`config.mk`:
```
export PLATFORM = sky130hd
export DESIGN_NAME = alu_share_arbiter
export DESIGN_NICKNAME = d
export VERILOG_FILES = /design/src/rtl/alu_share_arbiter.sv
export SDC_FILE = /design/constraint.sdc
export NUM_CORES = 1
export LEC_CHECK = 0
export ABC_AREA = 1
export CAP_MARGIN = 20
export CORE_ASPECT_RATIO = 0.8
export CORE_MARGIN = 4
export CORE_UTILIZATION = 40
export CTS_BUF_LIST = sky130_fd_sc_hd__clkbuf_4
export DETAILED_ROUTE_END_ITERATION = 12
export GPL_TIMING_DRIVEN = 0
export PLACE_DENSITY_LB_ADDON = 0.2
export SKIP_CTS_REPAIR_TIMING = 1
export SLEW_MARGIN = 5
export SYNTH_ARGS = -nofsm -noshare
export SYNTH_HDL_FRONTEND = slang
export SYNTH_SLANG_ARGS = --single-unit
export TNS_END_PERCENT = 1
```
`constraint.sdc`:
```
create_clock -name clk -period 3.96 [get_ports clk]
set_input_delay 0.594 -clock clk [delete_from_list [all_inputs] [get_ports clk]]
set_output_delay 0.594 -clock clk [all_outputs]
set_load 0.05 [all_outputs]
```
`src/rtl/alu_share_arbiter.sv`:
```
// Round-robin arbiter sharing one combinational ALU between two valid/ready requesters.
// Optional per-port completion counters are enabled with `define ALU_SHARE_ARBITER_STATS_EN.
module alu_share_arbiter #(
  parameter int DATA_W = 32,
  parameter int OP_W   = 4
) (
  input  logic              clk,
  input  logic              reset,
  input  logic              req_valid0,
  input  logic              req_valid1,
  output logic              req_ready0,
  output logic              req_ready1,
  input  logic [OP_W-1:0]   req_op0,
  input  logic [OP_W-1:0]   req_op1,
  input  logic [DATA_W-1:0] req_a0,
  input  logic [DATA_W-1:0] req_a1,
  input  logic [DATA_W-1:0] req_b0,
  input  logic [DATA_W-1:0] req_b1,
  output logic              resp_valid0,
  output logic              resp_valid1,
  input  logic              resp_ready0,
  input  logic              resp_ready1,
  output logic [DATA_W-1:0] resp_result,
  output logic [OP_W-1:0]   alu_control,
  output logic [DATA_W-1:0] alu_src_a,
  output logic [DATA_W-1:0] alu_src_b,
  input  logic [DATA_W-1:0] alu_result
`ifdef ALU_SHARE_ARBITER_STATS_EN
  ,
  output logic [15:0]       stat_done0,
  output logic [15:0]       stat_done1
`endif
);

  typedef enum logic [1:0] {IDLE, EXEC, RESP} state_t;

  state_t              state, stateNext;
  logic [OP_W-1:0]     opReg;
  logic [DATA_W-1:0]   aReg, bReg, resultReg;
  logic                owner, lastGrant;
  logic                anyValid, grantPort, respFire;

  assign anyValid = req_valid0 || req_valid1;
  // On a tie the port that did not win last time goes first.
  assign grantPort = (req_valid0 && req_valid1) ? ~lastGrant : req_valid1;

  // The ALU only ever sees latched operands, so requesters may change theirs after accept.
  assign alu_control = opReg;
  assign alu_src_a   = aReg;
  assign alu_src_b   = bReg;
  assign resp_result = resultReg;

  always_comb begin
    // NOTE: every output of this block gets a default first so no path can infer a latch.
    stateNext   = state;
    req_ready0  = 1'b0;
    req_ready1  = 1'b0;
    resp_valid0 = 1'b0;
    resp_valid1 = 1'b0;
    respFire    = 1'b0;
    case (state)
      IDLE: begin
        if (anyValid) begin
          req_ready0 = ~grantPort;
          req_ready1 = grantPort;
          stateNext  = EXEC;
        end
      end
      EXEC: stateNext = RESP;
      RESP: begin
        resp_valid0 = ~owner;
        resp_valid1 = owner;
        respFire    = owner ? resp_ready1 : resp_ready0;
        if (respFire) stateNext = IDLE;
      end
      default: stateNext = IDLE;
    endcase
  end

  // NOTE: sequential state uses non-blocking assignments so every register samples pre-edge values.
  always_ff @(posedge clk or posedge reset) begin
    if (reset) begin
      state     <= IDLE;
      opReg     <= '0;
      aReg      <= '0;
      bReg      <= '0;
      resultReg <= '0;
      owner     <= 1'b0;
      lastGrant <= 1'b1;
    end else begin
      state <= stateNext;
      if (state == IDLE && anyValid) begin
        opReg     <= grantPort ? req_op1 : req_op0;
        aReg      <= grantPort ? req_a1  : req_a0;
        bReg      <= grantPort ? req_b1  : req_b0;
        owner     <= grantPort;
        lastGrant <= grantPort;
      end
      if (state == EXEC) resultReg <= alu_result;
    end
  end

`ifdef ALU_SHARE_ARBITER_STATS_EN
  always_ff @(posedge clk or posedge reset) begin
    if (reset) begin
      stat_done0 <= '0;
      stat_done1 <= '0;
    end else if (respFire) begin
      if (!owner && stat_done0 != 16'hFFFF) stat_done0 <= stat_done0 + 16'd1;
      if (owner && stat_done1 != 16'hFFFF)  stat_done1 <= stat_done1 + 16'd1;
    end
  end
`endif

endmodule
```
==> impl_metrics.py, run 1 <==
metrics = {
    "outcome": {
        "status": "complete, no violations",
    },
    "logic_synthesis": {
        "ys_ff_latch": 104,
        "syn_nets": 853,
        "syn_inst": 679,
        "synth.distinct_cells": 17,
        "ys_seq_area_share_pct": 52.23,
        "syn_avg_cell_area_sq_um": 7.341,
        "syn-cell-area_sq_um": 4985,
        "yosys_warnings": 0,
    },
    "route": {
        "avgViaCountPerCell": 4.619,
        "drtAntennaViolNets": 0,
        "drc_errors": 0,
        "wl_per_cell_microns": 14.74,
        "drt_iter0_drc": 250,
        "drt_wl_total_microns": 16850,
        "dr.pass1.iters": 4,
        "vias": 5280,
    },
    "grt": {
        "antenna_found_initial": 0,
        "grt-ovfl-total": 0,
        "grt_pass1_vias": 5076,
        "grt_max_degree": 63,
        "grt_use_total_pct": 23.37,
        "grt_first_pass_wirelength_microns": 26520,
    },
    "power_and_ir_drop": {
        "p_per_area_nw_per_um2": 845.1,
        "fin_total_pwr_uw": 6863,
        "max-vdd-ir-drop_uv": 447.5,
        "leakagePower_uw": 0.004070,
    },
    "worst_setup_path": {
        "cp.arrival_ns": 2.76,
        "cp_max_fo": 10,
        "worstPathCellList": "clkdlybuf4s50_1, nand2_2, nand2_1, buf_4, nor2_1, clkdlybuf4s50_1",
        "cpMostUsedCell": "clkdlybuf4s50_1",
        "critPathLaunchType": "primary input",
        "critical_path_class": "primary input to output port",
        "r2r_slack_ns": 2.23,
        "worst_path_max_delay_cell": "clkdlybuf4s50_1",
        "cp-endpoint": "req_ready1",
        "slowest_delay_ns": 0.85,
        "crit_required_ns": 3.37,
        "r2r_start": "lastGrant",
        "crit_path_start": "req_valid0",
        "r2r_cells": 7,
        "r2r_end": "alu_control[3]",
        "end_kind": "output port",
    },
    "job": {
        "max_cap_viol_count": 0,
    },
    "floorplan": {
        "die-area_sq_um": 14320,
        "pin_count": 278,
        "die_h_microns": 107.8,
        "die_w_microns": 132.8,
        "start_util_pct": 40.84,
        "core_area_sq_um": 12210,
        "fp-row-count": 36,
    },
    "timing": {
        "final.min_clock_period_ns": 3.354,
        "setup_tns_ns": 0,
        "max_freq_mhz": 298.1,
        "hold_violations": 0,
        "timing.final.crit_share_pct": 84.70,
        "tightest_slew_ns": 0.7783,
        "clock_skew_ns": 0.01324,
        "finalSetupViolations": 0,
        "grt_setup_unrepaired": "no",
        "drv_slew": 0,
        "whs_ns": 0.4813,
        "slew_headroom_pct": 48.11,
    },
    "placed_design": {
        "globalplace.congestion": 0.8213,
        "port_buffers": 276,
        "post-dp-hpwl_microns": 12870,
    },
    "cells_and_area": {
        "seq_area_sq_um": 2604,
        "final_nets": 1141,
        "area.growth.synth_to_final_pct": 62.93,
        "nFillCells": 1050,
        "multi_input_area_sq_um": 2098,
        "insertedDiodeCount": 0,
        "drive_above_1_share_pct": 5.247,
    },
    "clocking": {
        "path_clk_slew_ns": 0.16,
        "ctsHtreeMaxLevel": 3,
        "cts_buffers": 9,
        "numClockSinks": 104,
        "cts.path.max_buffers": 2,
        "clkLatencyLatePin_ns": 0.47,
        "cts_tree": "yes",
        "clockRootBuffer": "clkbuf_4",
    },
    "worst_hold_path": {
        "holdCritPathClass": "flop to flop",
    },
}
-- stage by stage --
stage / area [sq um] / std cells / worst slack (ns) / util (%)
2_1_floorplan: 4985 / 679 / 0.6355 / -
4_1_cts: 8122 / 1143 / 0.5853 / 66.53
3_3_place_gp: 7961 / 1126 / -1.019 / 65.22
6_report: 8122 / 1143 / 0.6058 / 66.53
5_1_grt: 8122 / 1143 / 0.5117 / 66.53
3_5_place_dp: 7991 / 1127 / 0.5968 / 65.47
-- sequential cells by signal, indices dropped and copies added (netlist names) --
signal       count
state            2
alu_control      4
alu_src_a       32
owner            1
alu_src_b       32
lastGrant        1
resp_result     32
-- kinds of logic after synthesis --
logic type | Yosys count | synth area share (%)
compound gates | 2 | 0.2006
buf+inv | 64 | 5.672
flops | 104 | 52.23
simple gates | 509 | 41.89
-- area by class of cell --
type / instances / area share (%)
well taps: 171 / 2.634
clock buffers: 9 / 0.8319
repair buffers: 277 / 34.36
flip-flops and latches: 104 / 32.06
inverters: 18 / 0.8627
multi-input cells: 511 / 25.84
clock inverters: 7 / 0.7703
plain buffers: 46 / 2.650
-- placed cells by master, fill, tap and decap left out --
cell / count
o21ai_0: 1
buf_2: 25
inv_6: 2
inv_1: 14
inv_4: 1
buf_16: 1
clkinvlp_4: 3
nor2_1: 5
nand3b_1: 11
buf_1: 1
nor2_4: 1
dfrtp_1: 103
a21oi_1: 1
clkdlybuf4s50_1: 276
dfstp_2: 1
nand2_2: 1
clkbuf_4: 9
clkbuf_1: 17
nand2_1: 390
buf_4: 3
clkinv_1: 1
inv_8: 2
inv_2: 2
nand3_1: 101
-- where the power goes --
group / total [uW] / internal [uW] / leakage (uW) / switching, uW
Clock: 538 / 142 / 0.0000630 / 396
Combinational: 4480 / 1430 / 0.00272 / 3050
Sequential: 1850 / 1580 / 0.00128 / 269
-- routing by layer --
metal	vias to the layer above	GRT usage [%]	wire, microns
met2	194	37.03	7779
met5	-	0	0
met4	0	6.602	365
li1	2681	-	-
met1	2380	30.33	7032
met3	25	8.364	1670
-- Yosys cell counts --
master	instances	area (sq um)
nand3_1	101	505.5
dfstp_2	1	26.28
a21oi_1	1	5.000
nand3b_1	11	82.58
dfrtp_1	103	2577
nor2_4	1	11.26
nand2_2	1	6.260
clkinv_1	1	3.750
o21ai_0	1	5.000
buf_2	25	125.1
nor2_1	5	18.77
buf_1	1	3.750
nand2_1	390	1464
inv_2	2	7.510
buf_4	3	22.52
inv_1	15	56.30
clkbuf_1	17	63.81
-- how the worst min path moves through the flow --
stage | from | endpoint | cells after the start
3_3_place_gp | resp_result[14] | resp_result[14] | 2
2_1_floorplan | lastGrant | lastGrant | 2
4_1_cts | lastGrant | lastGrant | 2
3_5_place_dp | resp_result[19] | resp_result[19] | 2
6_report | lastGrant | lastGrant | 2
5_1_grt | lastGrant | lastGrant | 2
-- worst max-delay path, delay by kind of cell --
family,cells,cell delay (ns)
buf+inv,3,1.55
simple gates,3,0.61
Note: power is estimated with default switching activity, not from simulation.
==> inputs of run 2 (changes only) <==
--- a/config.mk
+++ b/config.mk
@@ -9,7 +9,7 @@
 export CAP_MARGIN = 20
 export CORE_ASPECT_RATIO = 0.8
 export CORE_MARGIN = 4
-export CORE_UTILIZATION = 40
+export CORE_UTILIZATION = 36
 export CTS_BUF_LIST = sky130_fd_sc_hd__clkbuf_4
 export DETAILED_ROUTE_END_ITERATION = 12
 export GPL_TIMING_DRIVEN = 0
==> constraint.sdc (replaced) <==
create_clock -name clk -period 3 [get_ports clk]
set_input_delay 0.45 -clock clk [delete_from_list [all_inputs] [get_ports clk]]
set_output_delay 0.45 -clock clk [all_outputs]
set_load 0.05 [all_outputs]
==> run 2 against run 1 <==
Die area grew 10%. Count of clock-buffer cells in the layout grew 1. Largest power group unchanged. Critical path depth grew 2.
==> impl_metrics.py, run 2 (synthesized netlist as in run 1, its figures left out) <==
metrics = {
    "clocking": {
        "clkLatencyLatePin_ns": 0.44,
        "path_clk_slew_ns": 0.16,
        "numClockSinks": 104,
        "cts_tree": "yes",
        "cts_buffers": 9,
        "ctsHtreeMaxLevel": 3,
        "clockRootBuffer": "clkbuf_4",
        "cts.path.max_buffers": 2,
    },
    "floorplan": {
        "die_w_microns": 139.6,
        "fp-row-count": 38,
        "core_area_sq_um": 13550,
        "die-area_sq_um": 15810,
        "start_util_pct": 36.79,
        "die_h_microns": 113.3,
        "pin_count": 278,
    },
    "cells_and_area": {
        "insertedDiodeCount": 0,
        "area.growth.synth_to_final_pct": 63.68,
        "finalNonFillerCells": 1154,
        "final_nets": 1143,
        "mostFrequentLayoutCells": "390 x nand2_1, 274 x clkdlybuf4s50_1, 103 x dfrtp_1",
        "mostFrequentLayoutCell": "nand2_1",
        "drive_above_1_share_pct": 5.441,
    },
    "placed_design": {
        "dp.cells": 1138,
        "globalplace.congestion": 0.8514,
        "post-dp-hpwl_microns": 13330,
        "port_buffers": 276,
    },
    "worst_setup_path": {
        "crit_required_ns": 2.55,
        "critical_path_class": "flop to output port",
        "r2r_cells": 7,
        "worstPathCellList": "buf_2, clkinv_1, nand2_1, nor2_4, inv_2, buf_4, a21oi_1, dlymetal6s2s_1",
        "slowest_delay_ns": 0.43,
        "cp.depth": 8,
        "crit_buf_inv": 5,
        "critPathLaunchType": "flop",
        "end_kind": "output port",
        "worst_path_max_delay_cell": "dlymetal6s2s_1",
        "crit_family": "buffers and inverters",
        "cp_max_fo": 10,
        "cp.arrival_ns": 2.20,
    },
    "job": {
        "max_cap_viol_count": 0,
    },
    "route": {
        "drt_iter0_drc": 210,
        "wl_per_cell_microns": 14.80,
        "dr.pass1.iters": 4,
        "avgViaCountPerCell": 4.546,
        "drt_wl_total_microns": 17080,
        "drtAntennaViolNets": 0,
        "vias": 5246,
        "drc_errors": 0,
    },
    "timing": {
        "finalSetupViolations": 0,
        "hold_violations": 0,
        "timing.final.crit_share_pct": 88.26,
        "slew_headroom_pct": 60.79,
        "drv_slew": 0,
        "setup_tns_ns": 0,
        "final.min_clock_period_ns": 2.648,
        "max_freq_mhz": 377.7,
        "whs_ns": 0.4071,
        "tightest_slew_ns": 0.5869,
        "clock_skew_ns": 0.01674,
        "grt_setup_unrepaired": "no",
    },
    "grt": {
        "antenna_found_initial": 0,
        "grt_use_total_pct": 21.33,
        "grt_max_degree": 32,
        "grt-ovfl-total": 0,
        "grt_first_pass_wirelength_microns": 26670,
        "grt_pass1_vias": 5096,
    },
    "power_and_ir_drop": {
        "p_per_area_nw_per_um2": 1104,
        "leakagePower_uw": 0.004112,
        "max-vdd-ir-drop_uv": 593.1,
    },
    "outcome": {
        "status": "complete, no violations",
    },
    "worst_hold_path": {
        "holdCritPathClass": "primary input to async pin",
    },
}
==> run 2: cell types whose count changed in the layout (fill, tap and decap cells not counted) <==
cell / delta
clkinv_2: +2
dlymetal6s2s_1: +2
inv_8: -2
buf_16: -1
clkbuf_4: +1
inv_4: -1
clkdlybuf4s50_1: -2
buf_12: +3
==> run 2: area by class of cell <==
type | instances | area [sq um]
fillers | 1323 | 5391
well taps | 180 | 225.2
clock inverters | 6 | 42.54
multi-input cells | 511 | 2098
repair buffers | 279 | 2828
clock buffers | 10 | 75.07
inverters | 18 | 71.32
plain buffers | 46 | 215.2
flip-flops and latches | 104 | 2604
==> run 2: path summary, 6_finish.rpt <==
kind | from | end | slack [ns]
min in group clk | lastGrant | lastGrant | 0.48
worst max-delay path | state[0] | req_ready0 | 0.35
worst min register to register | lastGrant | lastGrant | 0.48
worst min-delay path | reset | resp_result[13] | 0.41
max in group asynchronous | reset | lastGrant | 1.75
worst max register to register | lastGrant | alu_src_a[30] | 1.33
==> run 2: through the flow <==
stage	area (sq um)	setup WS, ns	power, uW	utilization (%)
after floorplan	4989	0.7406	6253	-
after global placement	7976	-0.004404	8369	58.86
after detailed placement	8036	-0.01036	8432	59.31
after CTS	8154	-0.1511	9118	60.18
after global routing	8159	0.1105	9594	60.21
final	8159	0.3523	9006	60.21
==> run 2: metal layers <==
layer / up-vias / wire (microns) / track usage, %
li1: 2686 / - / -
met1: 2306 / 7164 / 26.33
met2: 221 / 7760 / 34.71
met3: 33 / 1630 / 7.900
met4: 0 / 520 / 7.489
met5: - / 0 / 0
==> run 2: power breakdown <==
part	switching (uW)	internal, uW
logic	4030	1890
clock network	468	184
registers	354	2080
total	4850	4150
==> inputs of run 3 (changes only) <==
--- a/config.mk
+++ b/config.mk
@@ -8,7 +8,6 @@
 export ABC_AREA = 1
 export CAP_MARGIN = 20
 export CORE_ASPECT_RATIO = 0.8
-export CORE_MARGIN = 4
 export CORE_UTILIZATION = 36
 export CTS_BUF_LIST = sky130_fd_sc_hd__clkbuf_4
 export DETAILED_ROUTE_END_ITERATION = 12
==> run 3 against run 2 <==
First-iteration DRC count grew 0.48%. Hold slack gained 0.032 ns. Die area shrank 9.4%. Combinational power is essentially flat. Setup slack lost 0.049 ns. Via count grew 0.91%. Fmax shrank 1.8%. Critical path type unchanged. Highest routed layer unchanged.
==> impl_metrics.py, run 3 (synthesized netlist as in run 1, its figures left out) <==
metrics = {
    "timing": {
        "grt_setup_unrepaired": "no",
        "final.min_clock_period_ns": 2.697,
        "hold_violations": 0,
        "setup_ws_ns": 0.3031,
        "finalSetupViolations": 0,
        "timing.final.crit_share_pct": 89.90,
        "drv_slew": 0,
        "tightest_slew_ns": 0.7582,
        "clock_skew_ns": 0.01856,
        "slew_headroom_pct": 49.34,
        "max_freq_mhz": 370.8,
    },
    "worst_setup_path": {
        "crit_family": "buffers and inverters",
        "worst_path_max_delay_cell": "dlymetal6s2s_1",
        "worstPathCellList": "buf_2, clkinv_1, nand2_1, nor2_4, inv_2, buf_4, a21oi_1, dlymetal6s2s_1",
        "end_kind": "output port",
        "cp_max_fo": 10,
        "r2r_start": "lastGrant",
        "crit_path_start": "state[0]",
        "critPathLaunchType": "flop",
        "critical_path_class": "flop to output port",
        "cp.arrival_ns": 2.25,
        "crit_buf_inv": 5,
        "crit_required_ns": 2.55,
        "slowest_delay_ns": 0.44,
    },
    "floorplan": {
        "fp-row-count": 38,
        "core_area_sq_um": 13550,
        "die-area_sq_um": 14320,
        "die_w_microns": 133.6,
        "die_h_microns": 107.3,
        "pin_count": 278,
        "start_util_pct": 36.79,
    },
    "placed_design": {
        "port_buffers": 276,
        "post-dp-hpwl_microns": 12480,
        "dp_slack_ns": -0.02949,
        "globalplace.congestion": 0.8181,
        "post_dp_cell_area_sq_um": 8016,
    },
    "cells_and_area": {
        "mostFrequentLayoutCells": "390 x nand2_1, 274 x clkdlybuf4s50_1, 103 x dfrtp_1",
        "multi_input_area_sq_um": 2098,
        "final_nets": 1142,
        "fin_area_sq_um": 8134,
        "insertedDiodeCount": 0,
        "mostFrequentLayoutCell": "nand2_1",
        "area.growth.synth_to_final_pct": 63.18,
        "drive_above_1_share_pct": 5.247,
        "seq_area_sq_um": 2604,
        "nFillCells": 1269,
    },
    "grt": {
        "grt_max_degree": 40,
        "grt_first_pass_wirelength_microns": 25880,
        "antenna_found_initial": 0,
        "grt_use_total_pct": 23.17,
        "grt_pass1_vias": 5160,
        "grt-ovfl-total": 0,
    },
    "route": {
        "wl_per_cell_microns": 14.07,
        "met3_length_microns": 1353,
        "dr_wl_met2_microns": 7650,
        "avgViaCountPerCell": 4.595,
        "topRoutingLayerUsed": "met4",
        "vias": 5294,
        "drt_wl_total_microns": 16210,
        "drc_errors": 0,
        "drtAntennaViolNets": 0,
        "drt_iter0_drc": 211,
        "drt-met1-wl_microns": 6860,
        "dr.pass1.iters": 5,
    },
    "clocking": {
        "clkLatencyLatePin_ns": 0.46,
        "numClockSinks": 104,
        "path_clk_slew_ns": 0.16,
        "clockRootBuffer": "clkbuf_4",
        "cts_buffers": 9,
        "cts.path.max_buffers": 2,
        "cts_tree": "yes",
        "ctsHtreeMaxLevel": 3,
    },
    "power_and_ir_drop": {
        "p_per_area_nw_per_um2": 1107,
        "leakagePower_uw": 0.004094,
        "max-vdd-ir-drop_uv": 606.4,
    },
    "job": {
        "max_cap_viol_count": 0,
    },
    "worst_hold_path": {
        "holdCritPathClass": "primary input to async pin",
    },
    "outcome": {
        "status": "complete, no violations",
    },
}
[run 3: worst paths after layout]
kind                                   end  slack, ns  cells after the start
max reg2reg                 alu_control[3]       1.32                      7
max in group asynchronous        lastGrant       1.83                      3
max                             req_ready0       0.30                      8
min                        resp_result[10]       0.44                      2
min in group clk                 lastGrant       0.48                      2
min reg2reg                      lastGrant       0.48                      2
[run 3: metrics by stage]
step / setup TNS [ns] / utilization, % / total power, uW / hold slack (ns) / cells
after floorplan: 0 / - / 6253 / 0.4490 / 679
after global placement: -0.03355 / 58.86 / 8345 / 0.4522 / 1135
after detailed placement: -0.02949 / 59.16 / 8409 / 0.4573 / 1137
after CTS: -0.1824 / 59.99 / 9082 / 0.4332 / 1152
after global routing: 0 / 60.03 / 9593 / 0.4566 / 1152
final: 0 / 60.03 / 9002 / 0.4389 / 1152
[run 3: per-layer routing]
metal  track usage (%)  vias up
met1             28.28     2386
met3             7.109       26
li1                  -     2677
met2             38.99      205
met5                 0        -
met4             7.711        0
[run 3: final cells by class]
class / instances / share of cell area [%]
plain buffers: 46 / 2.646
clock buffers: 9 / 0.8306
clock inverters: 6 / 0.5538
inverters: 18 / 0.8768
multi-input cells: 511 / 25.80
flip-flops and latches: 104 / 32.01
well taps: 180 / 2.769
repair buffers: 278 / 34.52
[run 3: power by group]
group / switching [uW] / leakage [uW] / internal, uW
registers: 361 / 0.00128 / 2080
clock network: 480 / 0.0000548 / 170
logic: 4020 / 0.00276 / 1880
